**src/rtl/instr_mem_loader_if.sv**
```systemverilog
// rtl/instr_mem_loader_if.sv - byte stream and instruction memory port bundle for instr_mem_loader
//
// Signals:
//   byteIn[7:0], byteValid  source -> loader   stream byte and its valid
//   byteReady               loader -> source   loader takes the byte this cycle
//   memWrEn                 loader -> memory   single-cycle write strobe
//   memWrAddr[31:0]         loader -> memory   write byte address
//   memWrData[31:0]         loader -> memory   write word
//   memRdAddr[31:0]         loader -> memory   read-back address (INSTR_MEM_LOADER_READBACK_EN only)
//   memRdData[31:0]         memory -> loader   combinational read data (INSTR_MEM_LOADER_READBACK_EN only)
// Modports: slave = loader side, master = stream source / memory side.

interface instr_mem_loader_if;
  logic [7:0]  byteIn;
  logic        byteValid;
  logic        byteReady;
  logic        memWrEn;
  logic [31:0] memWrAddr;
  logic [31:0] memWrData;
`ifdef INSTR_MEM_LOADER_READBACK_EN
  logic [31:0] memRdAddr;
  logic [31:0] memRdData;

  modport slave (
    input  byteIn, byteValid, memRdData,
    output byteReady, memWrEn, memWrAddr, memWrData, memRdAddr
  );
  modport master (
    output byteIn, byteValid, memRdData,
    input  byteReady, memWrEn, memWrAddr, memWrData, memRdAddr
  );
`else
  modport slave (
    input  byteIn, byteValid,
    output byteReady, memWrEn, memWrAddr, memWrData
  );
  modport master (
    output byteIn, byteValid,
    input  byteReady, memWrEn, memWrAddr, memWrData
  );
`endif
endinterface

```
**src/rtl/instr_mem_loader.sv**
```systemverilog
// rtl/instr_mem_loader.sv - length-prefixed byte stream to instruction memory word writer
//
// Ports:
//   clk          rising-edge clock
//   reset        synchronous active-high reset
//   start        one-cycle pulse, begins a load from IDLE or DONE
//   bus          instr_mem_loader_if.slave: byte stream in, memory write port out
//   busy         high from an accepted start until DONE
//   done         sticky completion flag, cleared by the next accepted start
//   error        sticky error flag, meaningful when done=1
//   wordsLoaded  words written in the current or last load
// Macro INSTR_MEM_LOADER_READBACK_EN adds a VERIFY cycle after each write that
// compares memRdData at memRdAddr against the word just written.

module instr_mem_loader #(
  parameter int unsigned BASE_ADDR = 100,
  parameter int unsigned MAX_WORDS = 39
) (
  input  logic                clk,
  input  logic                reset,
  input  logic                start,
  instr_mem_loader_if.slave   bus,
  output logic                busy,
  output logic                done,
  output logic                error,
  output logic [7:0]          wordsLoaded
);

  typedef enum logic [2:0] {
    S_IDLE   = 3'd0,
    S_LEN    = 3'd1,
    S_DATA   = 3'd2,
    S_WRITE  = 3'd3,
    S_CSUM   = 3'd4,
    S_DONE   = 3'd5
`ifdef INSTR_MEM_LOADER_READBACK_EN
    , S_VERIFY = 3'd6
`endif
  } state_t;

  state_t      state_q, state_d;
  logic [7:0]  len_q, len_d;
  logic [1:0]  idx_q, idx_d;
  // Only the first three bytes of a word need holding; the fourth goes
  // straight into the write data register.
  logic [23:0] word_q, word_d;
  logic [7:0]  acc_q, acc_d;
  logic [31:0] addr_q, addr_d;
  logic [31:0] data_q, data_d;
  logic [7:0]  words_q, words_d;
  logic        done_q, done_d;
  logic        error_q, error_d;

  logic        ready;
  logic        wr_en;
  logic        xfer;

  assign xfer = bus.byteValid && ready;

  always_ff @(posedge clk) begin
    if (reset) begin
      state_q <= S_IDLE;
      len_q   <= 8'd0;
      idx_q   <= 2'd0;
      word_q  <= 24'd0;
      acc_q   <= 8'd0;
      addr_q  <= 32'd0;
      data_q  <= 32'd0;
      words_q <= 8'd0;
      done_q  <= 1'b0;
      error_q <= 1'b0;
    end else begin
      state_q <= state_d;
      len_q   <= len_d;
      idx_q   <= idx_d;
      word_q  <= word_d;
      acc_q   <= acc_d;
      addr_q  <= addr_d;
      data_q  <= data_d;
      words_q <= words_d;
      done_q  <= done_d;
      error_q <= error_d;
    end
  end

  always_comb begin
    state_d = state_q;
    len_d   = len_q;
    idx_d   = idx_q;
    word_d  = word_q;
    acc_d   = acc_q;
    addr_d  = addr_q;
    data_d  = data_q;
    words_d = words_q;
    done_d  = done_q;
    error_d = error_q;
    ready   = 1'b0;
    wr_en   = 1'b0;

    case (state_q)
      S_IDLE, S_DONE: begin
        if (start) begin
          state_d = S_LEN;
          done_d  = 1'b0;
          error_d = 1'b0;
          words_d = 8'd0;
          acc_d   = 8'd0;
          idx_d   = 2'd0;
        end
      end

      S_LEN: begin
        ready = 1'b1;
        if (xfer) begin
          len_d = bus.byteIn;
          if (bus.byteIn == 8'd0 || bus.byteIn > 8'(MAX_WORDS)) begin
            state_d = S_DONE;
            done_d  = 1'b1;
            error_d = 1'b1;
          end else begin
            state_d = S_DATA;
            idx_d   = 2'd0;
          end
        end
      end

      S_DATA: begin
        ready = 1'b1;
        if (xfer) begin
          word_d = {word_q[15:0], bus.byteIn};
          acc_d  = acc_q ^ bus.byteIn;
          idx_d  = idx_q + 2'd1;
          if (idx_q == 2'd3) begin
            // Load address/data now so they are stable during the WRITE strobe
            // and keep their values afterwards.
            state_d = S_WRITE;
            addr_d  = 32'(BASE_ADDR) + {22'd0, words_q, 2'b00};
            data_d  = {word_q, bus.byteIn};
          end
        end
      end

      S_WRITE: begin
        wr_en   = 1'b1;
        words_d = words_q + 8'd1;
`ifdef INSTR_MEM_LOADER_READBACK_EN
        state_d = S_VERIFY;
`else
        state_d = (words_d == len_q) ? S_CSUM : S_DATA;
`endif
      end

`ifdef INSTR_MEM_LOADER_READBACK_EN
      S_VERIFY: begin
        // words_q already counts the word just written.
        if (bus.memRdData != data_q) error_d = 1'b1;
        state_d = (words_q == len_q) ? S_CSUM : S_DATA;
      end
`endif

      S_CSUM: begin
        ready = 1'b1;
        if (xfer) begin
          if (bus.byteIn != acc_q) error_d = 1'b1;
          done_d  = 1'b1;
          state_d = S_DONE;
        end
      end

      default: state_d = S_IDLE;
    endcase
  end

  assign bus.byteReady = ready;
  assign bus.memWrEn   = wr_en;
  assign bus.memWrAddr = addr_q;
  assign bus.memWrData = data_q;
`ifdef INSTR_MEM_LOADER_READBACK_EN
  assign bus.memRdAddr = addr_q;
`endif

  assign busy        = (state_q != S_IDLE) && (state_q != S_DONE);
  assign done        = done_q;
  assign error       = error_q;
  assign wordsLoaded = words_q;

endmodule

```
**src/flat_wrapper.sv**
```systemverilog
// flat-port wrapper written by rule: the top's interface ports become plain ports
module instr_mem_loader_flat 
#(
  parameter int unsigned BASE_ADDR = 100,
  parameter int unsigned MAX_WORDS = 39
)
  (clk, reset, start, busy, done, error, wordsLoaded, bus_byteIn, bus_byteValid, bus_byteReady, bus_memWrEn, bus_memWrAddr, bus_memWrData);
  instr_mem_loader_if bus_i ();
  input  logic clk;
  input  logic reset;
  input  logic start;
  output logic busy;
  output logic done;
  output logic error;
  output logic [7:0] wordsLoaded;
  input wire logic [$bits(bus_i.byteIn)-1:0] bus_byteIn;
  input wire logic [$bits(bus_i.byteValid)-1:0] bus_byteValid;
  output wire logic [$bits(bus_i.byteReady)-1:0] bus_byteReady;
  output wire logic [$bits(bus_i.memWrEn)-1:0] bus_memWrEn;
  output wire logic [$bits(bus_i.memWrAddr)-1:0] bus_memWrAddr;
  output wire logic [$bits(bus_i.memWrData)-1:0] bus_memWrData;
  assign bus_i.byteIn = bus_byteIn;
  assign bus_i.byteValid = bus_byteValid;
  assign bus_byteReady = bus_i.byteReady;
  assign bus_memWrEn = bus_i.memWrEn;
  assign bus_memWrAddr = bus_i.memWrAddr;
  assign bus_memWrData = bus_i.memWrData;
  instr_mem_loader #(.BASE_ADDR(BASE_ADDR), .MAX_WORDS(MAX_WORDS)) u_core (.clk(clk), .reset(reset), .start(start), .bus(bus_i), .busy(busy), .done(done), .error(error), .wordsLoaded(wordsLoaded));
endmodule
```
**config.mk**
```make
export PLATFORM = sky130hd
export DESIGN_NAME = instr_mem_loader_flat
export DESIGN_NICKNAME = d
export VERILOG_FILES = /design/src/rtl/instr_mem_loader_if.sv /design/src/rtl/instr_mem_loader.sv /design/src/flat_wrapper.sv
export SDC_FILE = /design/constraint.sdc
export NUM_CORES = 1
export LEC_CHECK = 0
export BUFFER_PORTS_ARGS = -buffer_cell sky130_fd_sc_hd__buf_2
export CORE_MARGIN = 2
export CORE_UTILIZATION = 50
export CTS_BUF_LIST = sky130_fd_sc_hd__clkbuf_8
export DETAILED_ROUTE_END_ITERATION = 7
export HOLD_SLACK_MARGIN = 0.06
export PLACE_DENSITY = 0.78
export SETUP_SLACK_MARGIN = 0.1
export SYNTH_ARGS = -nofsm -noshare
export SYNTH_HDL_FRONTEND = slang
export SYNTH_SLANG_ARGS = --single-unit
```
**constraint.sdc**
```tcl
create_clock -name clk -period 3.6 [get_ports clk]
set_clock_uncertainty 0.15 [all_clocks]
set_input_delay 0.72 -clock clk [delete_from_list [all_inputs] [get_ports clk]]
set_output_delay 0.72 -clock clk [all_outputs]
set_load 0.05 [all_outputs]
```
==> metrics.cfg <==
[outcome]
status = finished clean

[placement]
place.gp.congestion = 0.856
place_ws_ps = 1110
dp.cells = 689
dp_hpwl_um = 6850
io_buffers = 65

[yosys]
syn_inst = 555
synth_edf_count = 0
ys_types = 50
synth_seq_cells = 96
syn_area_per_cell_um2 = 7.83
ys_top_cells_by_area = dfxtp_1 (44%), nand2_1 (13%), a21oi_1 (10%)
ys_seq_area_frac = 0.443
synth_ff_type = dfxtp_1
synth_top_cell_by_area = dfxtp_1
yosysTopAreaCellShare = 0.443
async_reset_ff_frac = 0
ys_warn_count = 0
syn_area_um2 = 4340

[worst_hold_path]
hp-class = reg -> reg
holdPathStages = 2
min-delay-start = u_core.word_q[23]
min_to = u_core.bus.memWrData[31]

[global_route]
globalRouteMet3Util = 0.0410
busiest_layer = met2
grt_pass1_vias = 3430
grt_max_degree = 60
grt_use_met1 = 0.279
grt.overflow.total = 0
grt_use_met2 = 0.322
grt_pass1_wl_um = 16100
antenna_found_initial = 0
track_usage = 0.206

[setup_path]
ff2ff_setup_slack_ps = 1160
endpoint_kind = primary output
r2r_start = u_core.wordsLoaded[0]
cp.required_ps = 2730
reg2reg_depth = 6
worstSetupPathType = reg -> out
timing.rr.end = u_core.state_q[1]
crit_path_start_kind = register
crit_fanout = 16
critPathArrivalTime_ps = 1860

[final_layout]
fillers = 785
seq_area_um2 = 1920
area_growth_pct = 9.88
final_nets = 609
layout_commonest_cell = nand2_1
layout.cells.non_filler = 705
diodes = 0
multi_input_area_um2 = 2130
fin_util = 0.575
final_cell_mix = nand2_1 (145), dfxtp_1 (96), a21oi_1 (88), buf_2 (65), nor2_1 (26)
drive_gt1_frac = 0.163

[detailed_routing]
post_drt_via_cell_ratio = 5.37
wirelength_um = 9850
drtIter0Drc = 235
drtAntennaViolNets = 0
first_pass_iters = 5
vias = 3789
post_drt_wl_per_cell_um = 14.0
drc = 0

[clock_tree]
numCtsBuffers = 9
clk_pin_slew_ps = 100
cts_tree = yes
clk_latency_ps = 360
cts.hold.buffers_added = 0
cts_sinks = 96
clockBufferDepth = 2
root_buffer = clkbuf_8
cts_setup_buffers = 0
post_cts_resized = 0
cts_htree_levels = 3

[power_and_ir_drop]
static-leakage-power_uw = 0.00182
clockPowerShare = 0.320
p_int_uw = 1430
swShare = 0.313
power_density_nw_per_um2 = 435
p_sw_uw = 650
p_seq_frac = 0.536
vdd_ir_drop_max_uv = 186
power_frac_comb = 0.144

[timing]
whs_ps = 304
rsz0062_at_grt = false
fin_crit_ps = 2730
tns_ps = 0
drv_slew = 0
fmax_ghz = 0.367
hold_violations = 0
finalSetupViolCount = 0
setup_ws_ps = 874
finalCritPeriodShare = 0.757
worst_pin_slew_ps = 1010
slew_headroom = 0.328

[run]
drv_cap = 0

[floorplanning]
initial_utilization = 0.523
die_area_um2 = 9450
io_pins = 89
fp.dieW_um = 97.2
die_h_um = 97.2
placementRows = 33
coreArea_um2 = 8300

## power by group through the flow
stage,clock (uW),sequential (uW),combinational [uW]
4_1_cts,678,1110,299
6_report,664,1110,299
5_1_grt,720,1120,320
3_3_place_gp,0,1140,293
2_1_floorplan,0,1130,263
3_5_place_dp,0,1140,297
## cell families (layout without fill, tap and decap cells)
| group | count (synthesis) | in the layout | synth area share |
|---|---|---|---|
| mux | 3 | 3 | 0.00720 |
| flops | 96 | 96 | 0.443 |
| simple gates | 228 | 228 | 0.233 |
| other cells | 1 | 23 | 0.000863 |
| xor+xnor | 21 | 21 | 0.0424 |
| fa+ha+maj | 2 | 2 | 0.00576 |
| compound gates | 138 | 138 | 0.179 |
| buf+inv | 66 | 89 | 0.0890 |
## per-layer routing
layer	vias up	part of all wire
li1	1893	-
met1	1760	0.45
met2	124	0.47
met3	12	0.061
met4	0	0.013
met5	-	0
## worst max path at each step
stage                                 start                      end  slack [ps]
after global routing      u_core.state_q[0]              bus_memWrEn         760
after global placement        bus_byteValid  u_core.bus.memWrAddr[6]        1190
after CTS                 u_core.state_q[0]              bus_memWrEn         890
final                     u_core.state_q[0]              bus_memWrEn         870
after floorplan           u_core.state_q[0]            bus_byteReady         930
after detailed placement      bus_byteValid  u_core.bus.memWrAddr[6]        1110
## critical path, cell delays in order, from the launching register on
cell,delay [ps]
dfxtp_1,710
nand3_1,140
buf_4,210
inv_1,140
buf_2,290
## registers in the layout (all words and copies together) (netlist names)
register / cells
u_core.bus.memWrData: 32
u_core.word_q: 24
u_core.bus.memWrAddr: 9
u_core.acc_q: 8
u_core.len_q: 8
u_core.wordsLoaded: 8
u_core.state_q: 3
u_core.idx_q: 2
u_core.done: 1
u_core.error: 1
## Yosys cell counts (2+ instances only)
| library cell | instances |
|---|---|
| a211oi_1 | 6 |
| a21boi_1 | 2 |
| a21oi_1 | 88 |
| a22oi_1 | 2 |
| a311oi_1 | 2 |
| a31oi_1 | 3 |
| and2_1 | 4 |
| and3_1 | 2 |
| buf_2 | 16 |
| buf_4 | 29 |
| clkbuf_1 | 14 |
| clkbuf_2 | 2 |
| dfxtp_1 | 96 |
| ha_1 | 2 |
| inv_1 | 3 |
| mux2i_1 | 2 |
| nand2_1 | 145 |
| nand2b_1 | 2 |
| nand3_1 | 7 |
| nand3b_1 | 2 |
| nand4b_1 | 2 |
| nor2_1 | 26 |
| nor2b_1 | 8 |
| nor3_1 | 3 |
| nor3b_1 | 3 |
| nor4_1 | 3 |
| o21a_1 | 6 |
| o21ai_0 | 20 |
| o311ai_0 | 2 |
| or2_0 | 2 |
| or2_2 | 7 |
| or3_1 | 5 |
| or4_1 | 3 |
| xnor2_1 | 15 |
| xor2_1 | 6 |
## cell type report
type | instances | area share
Inverter | 3 | 0.00236
Sequential cell | 96 | 0.403
Clock inverter | 7 | 0.0134
Multi-Input combinational cell | 415 | 0.447
Clock buffer | 9 | 0.0260
Timing Repair Buffer | 70 | 0.0813
Tap cell | 105 | 0.0275
## metrics by stage
stage	instance area, um^2	power [uW]
floorplan	4430	1400
global placement	4580	1430
detailed placement	4580	1440
CTS	4770	2090
global route	4770	2160
finish	4770	2080
(Power assumes the default switching activity.)
